`config.mk`:
```
export PLATFORM = sky130hd
export DESIGN_NAME = data_memory_responder
export DESIGN_NICKNAME = d
export VERILOG_FILES = /design/src/rtl/data_memory_responder.sv
export SDC_FILE = /design/constraint.sdc
export NUM_CORES = 2
export LEC_CHECK = 0
export CORE_MARGIN = 3
export CORE_UTILIZATION = 57
export DETAILED_ROUTE_END_ITERATION = 7
export PLACE_DENSITY = 0.73
export SETUP_SLACK_MARGIN = 0.4
export SKIP_CTS_REPAIR_TIMING = 1
export SKIP_LAST_GASP = 1
export SYNTH_ARGS = -nofsm -noshare
export SYNTH_HDL_FRONTEND = slang
export SYNTH_SLANG_ARGS = --single-unit
```
`constraint.sdc`:
```
create_clock -name clock -period 4.8 [get_ports clock]
set_input_delay 0.96 -clock clock [delete_from_list [all_inputs] [get_ports clock]]
set_output_delay 0.96 -clock clock [all_outputs]
set_load 0.05 [all_outputs]
```
`src/rtl/data_memory_responder.sv`:
```
// data_memory_responder: word-addressed 16-bit memory that answers one
// controller request at a time. Each request gets a one-cycle
// complete_data pulse LATENCY cycles after it is accepted.
// Ports: clock/reset (async, active-high); D_macc request strobe with
// Data_rd/Data_addr/Data_din sampled on acceptance; Data_dout registered
// read data; complete_data one-cycle completion pulse.
module data_memory_responder #(
  parameter int ADDR_BITS = 8,
  parameter int LATENCY   = 2
) (
  input  logic        clock,
  input  logic        reset,
  input  logic        D_macc,
  input  logic        Data_rd,
  input  logic [15:0] Data_addr,
  input  logic [15:0] Data_din,
  output logic [15:0] Data_dout,
  output logic        complete_data
);

  generate
    if (LATENCY < 1 || LATENCY > 15) begin : g_bad_latency
      $error("data_memory_responder: LATENCY must be within 1..15");
    end
  endgenerate

  localparam int DEPTH = 1 << ADDR_BITS;
  localparam logic [3:0] CNT_LOAD = 4'(LATENCY - 1);

  typedef enum logic [1:0] {
    IDLE = 2'd0,
    BUSY = 2'd1,
    DONE = 2'd2,
    HOLD = 2'd3
  } state_t;

  state_t                 r_state;
  state_t                 w_state_next;
  logic [3:0]             r_cnt;
  logic [3:0]             w_cnt_next;
  logic                   r_rd;
  logic [ADDR_BITS-1:0]   r_addr;
  logic [15:0]            r_din;
  logic [15:0]            r_dout;
  logic [15:0]            r_mem [0:DEPTH-1];
  logic                   w_accept;
  logic                   w_commit;
  logic                   w_unused_addr;

  // Address bits above ADDR_BITS-1 alias onto the same word.
  assign w_unused_addr = ^Data_addr;

  assign w_accept = (r_state == IDLE) && D_macc;
  // The last BUSY cycle ends on the commit edge, which is also the edge
  // that enters DONE.
  assign w_commit = (r_state == BUSY) && (r_cnt == 4'd0);

  // BUSY always lasts LATENCY cycles (at least one, even for LATENCY=1),
  // so the commit edge is exactly LATENCY edges after acceptance.
  always_comb begin
    w_state_next = r_state;
    w_cnt_next   = r_cnt;
    unique case (r_state)
      IDLE: begin
        if (D_macc) begin
          w_state_next = BUSY;
          w_cnt_next   = CNT_LOAD;
        end
      end
      BUSY: begin
        if (r_cnt == 4'd0) begin
          w_state_next = DONE;
        end else begin
          w_cnt_next = r_cnt - 4'd1;
        end
      end
      DONE: begin
        // A strobe still high after completion must not start a new request.
        w_state_next = D_macc ? HOLD : IDLE;
      end
      HOLD: begin
        if (!D_macc) begin
          w_state_next = IDLE;
        end
      end
      default: w_state_next = IDLE;
    endcase
  end

  always_ff @(posedge clock or posedge reset) begin
    if (reset) begin
      r_state <= IDLE;
      r_cnt   <= 4'd0;
      r_rd    <= 1'b0;
      r_addr  <= '0;
      r_din   <= 16'h0000;
      r_dout  <= 16'h0000;
    end else begin
      r_state <= w_state_next;
      r_cnt   <= w_cnt_next;
      if (w_accept) begin
        r_rd   <= Data_rd;
        r_addr <= Data_addr[ADDR_BITS-1:0];
        r_din  <= Data_din;
      end
      if (w_commit && r_rd) begin
        r_dout <= r_mem[r_addr];
      end
    end
  end

  // Storage is never cleared. Reset forces IDLE immediately, so a write
  // whose commit edge has not arrived is simply never performed.
  always_ff @(posedge clock) begin
    if (w_commit && !r_rd) begin
      r_mem[r_addr] <= r_din;
    end
  end

  assign Data_dout     = r_dout;
  assign complete_data = (r_state == DONE);

endmodule
```
==> report_table.html <==
<table>
<tr><th>Metric</th><th>Value</th></tr>
<tr><th colspan="2">Synthesis</th></tr>
<tr><td>Post-synth EDFFs</td><td>4096</td></tr>
<tr><td>Warnings from Yosys</td><td>0</td></tr>
<tr><td>Combinational family with the most area after synthesis</td><td>multiplexers</td></tr>
<tr><td>Count of different cell masters after synthesis</td><td>63</td></tr>
<tr><td>Avg Cell Area, Syn</td><td>~22 sq um</td></tr>
<tr><td>Total of flip-flops plus latches after synthesis</td><td>4143</td></tr>
<tr><td>Adder-cell share of the synthesized area</td><td>0.000157</td></tr>
<tr><td>Cell count after synthesis</td><td>7257</td></tr>
<tr><td>Post-synthesis sequential area ratio</td><td>0.778</td></tr>
<tr><td>Fraction of the mapped netlist area in simple logic gates</td><td>0.0192</td></tr>
<tr><td>Summed instance area of the synthesized netlist</td><td>~160000 sq um</td></tr>
<tr><td>Xor and xnor area share after synthesis</td><td>0.000110</td></tr>
<tr><td>Synth Area in Compound Gates</td><td>0.0229</td></tr>
<tr><td>Mux contribution to synthesized area</td><td>0.165</td></tr>
<tr><td>Main synth FF type</td><td>edfxtp_1</td></tr>
<tr><td>Async SR Flop Fraction</td><td>0.0113</td></tr>
<tr><td>Post-synth net total</td><td>~7300</td></tr>
<tr><th colspan="2">Drt</th></tr>
<tr><td>Remaining design rule violation count</td><td>0</td></tr>
<tr><td>DRT iter0 DRCs</td><td>approximately 12000</td></tr>
<tr><td>Total detailed-routing wirelength</td><td>between 400 and 500 mm</td></tr>
<tr><td>Avg WL per Cell</td><td>roughly 34 microns</td></tr>
<tr><td>Vias per inst</td><td>approximately 6.7</td></tr>
<tr><td>Routed via count</td><td>80300</td></tr>
<tr><td>Antenna-violating nets left</td><td>0</td></tr>
<tr><td>Number of detailed-routing iterations run before antenna repair</td><td>8</td></tr>
<tr><th colspan="2">Pwr</th></tr>
<tr><td>Logic pwr share</td><td>0.297</td></tr>
<tr><td>Power spent charging and discharging nets</td><td>35.8 mW</td></tr>
<tr><td>Power per unit of standard cell area</td><td>roughly 600 nW/um^2</td></tr>
<tr><td>Switching power as a share of total power</td><td>0.322</td></tr>
<tr><td>Peak supply drop</td><td>approximately 520 uV</td></tr>
<tr><td>Total power after layout</td><td>roughly 110 mW</td></tr>
<tr><td>Static Leakage</td><td>between 50 and 60 nW</td></tr>
<tr><td>Clk network pwr share</td><td>0.279</td></tr>
<tr><td>Internal power component</td><td>approximately 76 mW</td></tr>
<tr><td>Power share of the sequential group</td><td>0.424</td></tr>
<tr><th colspan="2">Timing</th></tr>
<tr><td>Final worst setup slack</td><td>183 ps</td></tr>
<tr><td>Timing-limited maximum frequency</td><td>roughly 220 MHz</td></tr>
<tr><td>Worst hold slack across all endpoints</td><td>roughly 410 ps</td></tr>
<tr><td>RSZ-0062 raised after global routing</td><td>true</td></tr>
<tr><td>Final number of max-transition violations</td><td>0</td></tr>
<tr><td>Post-route minimum period</td><td>between 4000 and 5000 ps</td></tr>
<tr><td>Worst-Margin Slew</td><td>approximately 1200 ps</td></tr>
<tr><td>Final Hold Viols</td><td>0</td></tr>
<tr><td>Clock tree skew after final layout</td><td>about 57 ps</td></tr>
<tr><td>Final critical-path share of the clock period</td><td>0.962</td></tr>
<tr><td>Final-report setup violation count</td><td>0</td></tr>
<tr><td>Max-Slew Margin vs Limit</td><td>0.170</td></tr>
<tr><th colspan="2">Setup path</th></tr>
<tr><td>Setup CP Type</td><td>reg2reg</td></tr>
<tr><td>Largest fanout on the critical path</td><td>29</td></tr>
<tr><td>Crit path capture type</td><td>flop</td></tr>
<tr><td>CP startpoint kind</td><td>flop</td></tr>
<tr><td>Worst EP required</td><td>~5600 ps</td></tr>
<tr><td>Data arrival at the endpoint of the critical path</td><td>5400 ps</td></tr>
<tr><th colspan="2">Floorplan</th></tr>
<tr><td>Area enclosed by the die boundary</td><td>between 200000 and 300000 sq um</td></tr>
<tr><td>Horizontal die dimension</td><td>about 540 microns</td></tr>
<tr><td>Vertical extent of the die</td><td>between 500 and 600 microns</td></tr>
<tr><td>Placement Rows</td><td>193</td></tr>
<tr><td>Top Ports</td><td>between 50 and 60</td></tr>
<tr><td>Total core area</td><td>roughly 280000 sq um</td></tr>
<tr><td>Initial Utilization</td><td>0.575</td></tr>
<tr><th colspan="2">Global route</th></tr>
<tr><td>Met2 layer usage reported by global route</td><td>0.435</td></tr>
<tr><td>Via count of the first global-routing pass</td><td>around 81000</td></tr>
<tr><td>Wire length of the first global-routing pass</td><td>between 500 and 600 mm</td></tr>
<tr><td>M3 GR Usage</td><td>0.0739</td></tr>
<tr><td>GRT met1 Usage</td><td>0.393</td></tr>
<tr><td>Overflow left after global routing</td><td>0</td></tr>
<tr><td>Global route hottest layer</td><td>met2</td></tr>
<tr><td>Largest net degree at the start of global routing</td><td>185</td></tr>
<tr><td>Number of antenna violations at the first check in global routing</td><td>23</td></tr>
<tr><td>GRT Util Overall</td><td>0.286</td></tr>
<tr><th colspan="2">Clock network</th></tr>
<tr><td>Clock sink count</td><td>~4100</td></tr>
<tr><td>Clock tree from TritonCTS</td><td>done</td></tr>
<tr><td>Cell at the root of the clock tree</td><td>clkbuf_16</td></tr>
<tr><td>Latest clock arrival within the worst-skew pair</td><td>a little over 900 ps</td></tr>
<tr><td>Total CTS buffers</td><td>around 400</td></tr>
<tr><td>Clock slew at the register clock pins of the worst setup and hold paths</td><td>approximately 70 ps</td></tr>
<tr><td>H-tree lvl count</td><td>5</td></tr>
<tr><td>CTS Buffer Depth</td><td>4</td></tr>
<tr><th colspan="2">Placement</th></tr>
<tr><td>Count of input and output buffers</td><td>44</td></tr>
<tr><td>HPWL Detailed</td><td>approximately 240 mm</td></tr>
<tr><td>Routability congestion estimate</td><td>slightly above 0.9</td></tr>
<tr><td>Pre-CTS worst setup slack</td><td>-175 ps</td></tr>
<tr><td>Post-Place Cell Area</td><td>168000 sq um</td></tr>
<tr><th colspan="2">Cells and area</th></tr>
<tr><td>Count of nets after finishing</td><td>7910</td></tr>
<tr><td>Layout area overhead</td><td>13.3%</td></tr>
<tr><td>Share of layout cells above drive strength 1</td><td>0.272</td></tr>
<tr><td>Fillcell total</td><td>17500</td></tr>
<tr><td>Finished Cell Area</td><td>181000 sq um</td></tr>
<tr><th colspan="2">Min path</th></tr>
<tr><td>Path category of the worst min-delay check</td><td>in2async</td></tr>
<tr><th colspan="2">Status</th></tr>
<tr><td>Outcome</td><td>finished clean</td></tr>
<tr><th colspan="2">Run</th></tr>
<tr><td>Max-cap violation count</td><td>0</td></tr>
</table>
==> final timing paths <==
path | start | end | slack [ps] | depth (start not counted)
worst min-delay path | reset | r_state[1] | 410 | 2
worst max register to register | r_addr[0] | Data_dout[15] | 180 | 10
min in group clock | r_cnt[0] | r_cnt[0] | 520 | 1
worst max-delay path | r_addr[0] | Data_dout[15] | 180 | 10
worst min register to register | r_cnt[0] | r_cnt[0] | 520 | 1
max in group asynchronous | reset | r_addr[5] | 3370 | 3
==> power groups by stage <==
stage	sequential [mW]	combinational (mW)	clock, mW
2_1_floorplan	50.2	18.1	0
3_3_place_gp	47.9	31.8	0
3_5_place_dp	48.0	32.5	0
4_1_cts	47.2	32.7	31.4
5_1_grt	47.2	34.6	32.9
6_report	47.2	33.0	31.1
==> logic make-up (layout without fill, tap and decap cells) <==
family / count (synthesis) / in the layout
DFF: 4143 / 4143
muxes: 1441 / 1441
and+or+nand+nor: 702 / 702
AOI/OAI and AO/OA: 528 / 528
buffers and inverters: 439 / 1383
adders and majority gates: 2 / 2
xor gates and xnor gates: 2 / 2
other: 0 / 10
==> layout make-up <==
cell class,instances,area [sq um],share of cell area
flip-flops and latches,4143,124000,0.687
multi-input cells,2675,33300,0.184
clock buffers,500,10600,0.0586
repair buffers,637,5760,0.0318
well taps,3705,4640,0.0256
clock inverters,233,2340,0.0130
inverters,13,53.8,0.000297
diodes,10,25.0,0.000138
==> cells in the mapped netlist, drive strengths merged (9+ instances only) <==
library cell | instances | area (sq um)
a211oi | 25 | 188
a21oi | 63 | 315
a22oi | 163 | 1220
a31oi | 18 | 113
a32oi | 45 | 394
buf | 287 | 1770
clkbuf | 139 | 522
dfrtp | 47 | 1180
edfxtp | 4096 | 123000
inv | 13 | 48.8
mux2 | 45 | 507
mux2i | 443 | 4430
mux4 | 953 | 21500
nand2 | 179 | 674
nand3 | 83 | 415
nand4 | 12 | 75.1
nor2 | 310 | 1170
nor2b | 36 | 225
nor3 | 30 | 150
nor4 | 9 | 62.6
o211ai | 32 | 240
o21ai | 64 | 320
o22a | 10 | 87.6
o22ai | 66 | 413
==> state kept, by name (all words and copies together) (netlist names) <==
register   flops
r_state        2
Data_dout     16
r_din         16
r_cnt          4
r_addr         8
r_mem       4096
r_rd           1
==> layout by cell type (no fill, tap or decap), drive strengths merged, types with 44 or more instances in the layout <==
| master | Yosys | routed |
|---|---|---|
| nand2 | 179 | 179 |
| clkdlybuf4s50 | 0 | 44 |
| dfrtp | 47 | 47 |
| a22oi | 163 | 163 |
| a21oi | 63 | 63 |
| clkbuf | 139 | 500 |
| mux2i | 443 | 443 |
| o22ai | 66 | 66 |
| o21ai | 64 | 64 |
| edfxtp | 4096 | 4096 |
| mux4 | 953 | 953 |
| mux2 | 45 | 45 |
| nand3 | 83 | 83 |
| clkinv | 0 | 166 |
| nor2 | 310 | 310 |
| a32oi | 45 | 45 |
| buf | 287 | 593 |
==> through the flow <==
| stage | util | TNS [ps] | cells |
|---|---|---|---|
| 2_1_floorplan | - | 0 | 7257 |
| 3_3_place_gp | 0.605 | -244 | 11200 |
| 3_5_place_dp | 0.605 | -175 | 11200 |
| 4_1_cts | 0.651 | -215 | 11900 |
| 5_1_grt | 0.652 | 0 | 11900 |
| 6_report | 0.652 | 0 | 11900 |
==> worst max-delay path, cell delays in order (launching register included) <==
cell and delay (ps):
dfrtp_4 990, buf_12 320, buf_12 290, mux4_2 540, mux2i_1 290, o22ai_1 140, nor2_1 140, o21ai_0 440
nor4_2 940, buf_4 230, a21oi_1 60
==> routing by layer <==
layer / up-vias / share of wire
li1: 31800 / -
met5: - / 0.00023
met4: 14 / 0.055
met1: 42100 / 0.35
met2: 5410 / 0.47
met3: 984 / 0.12
No activity file was read; power rests on OpenSTA's default activity.
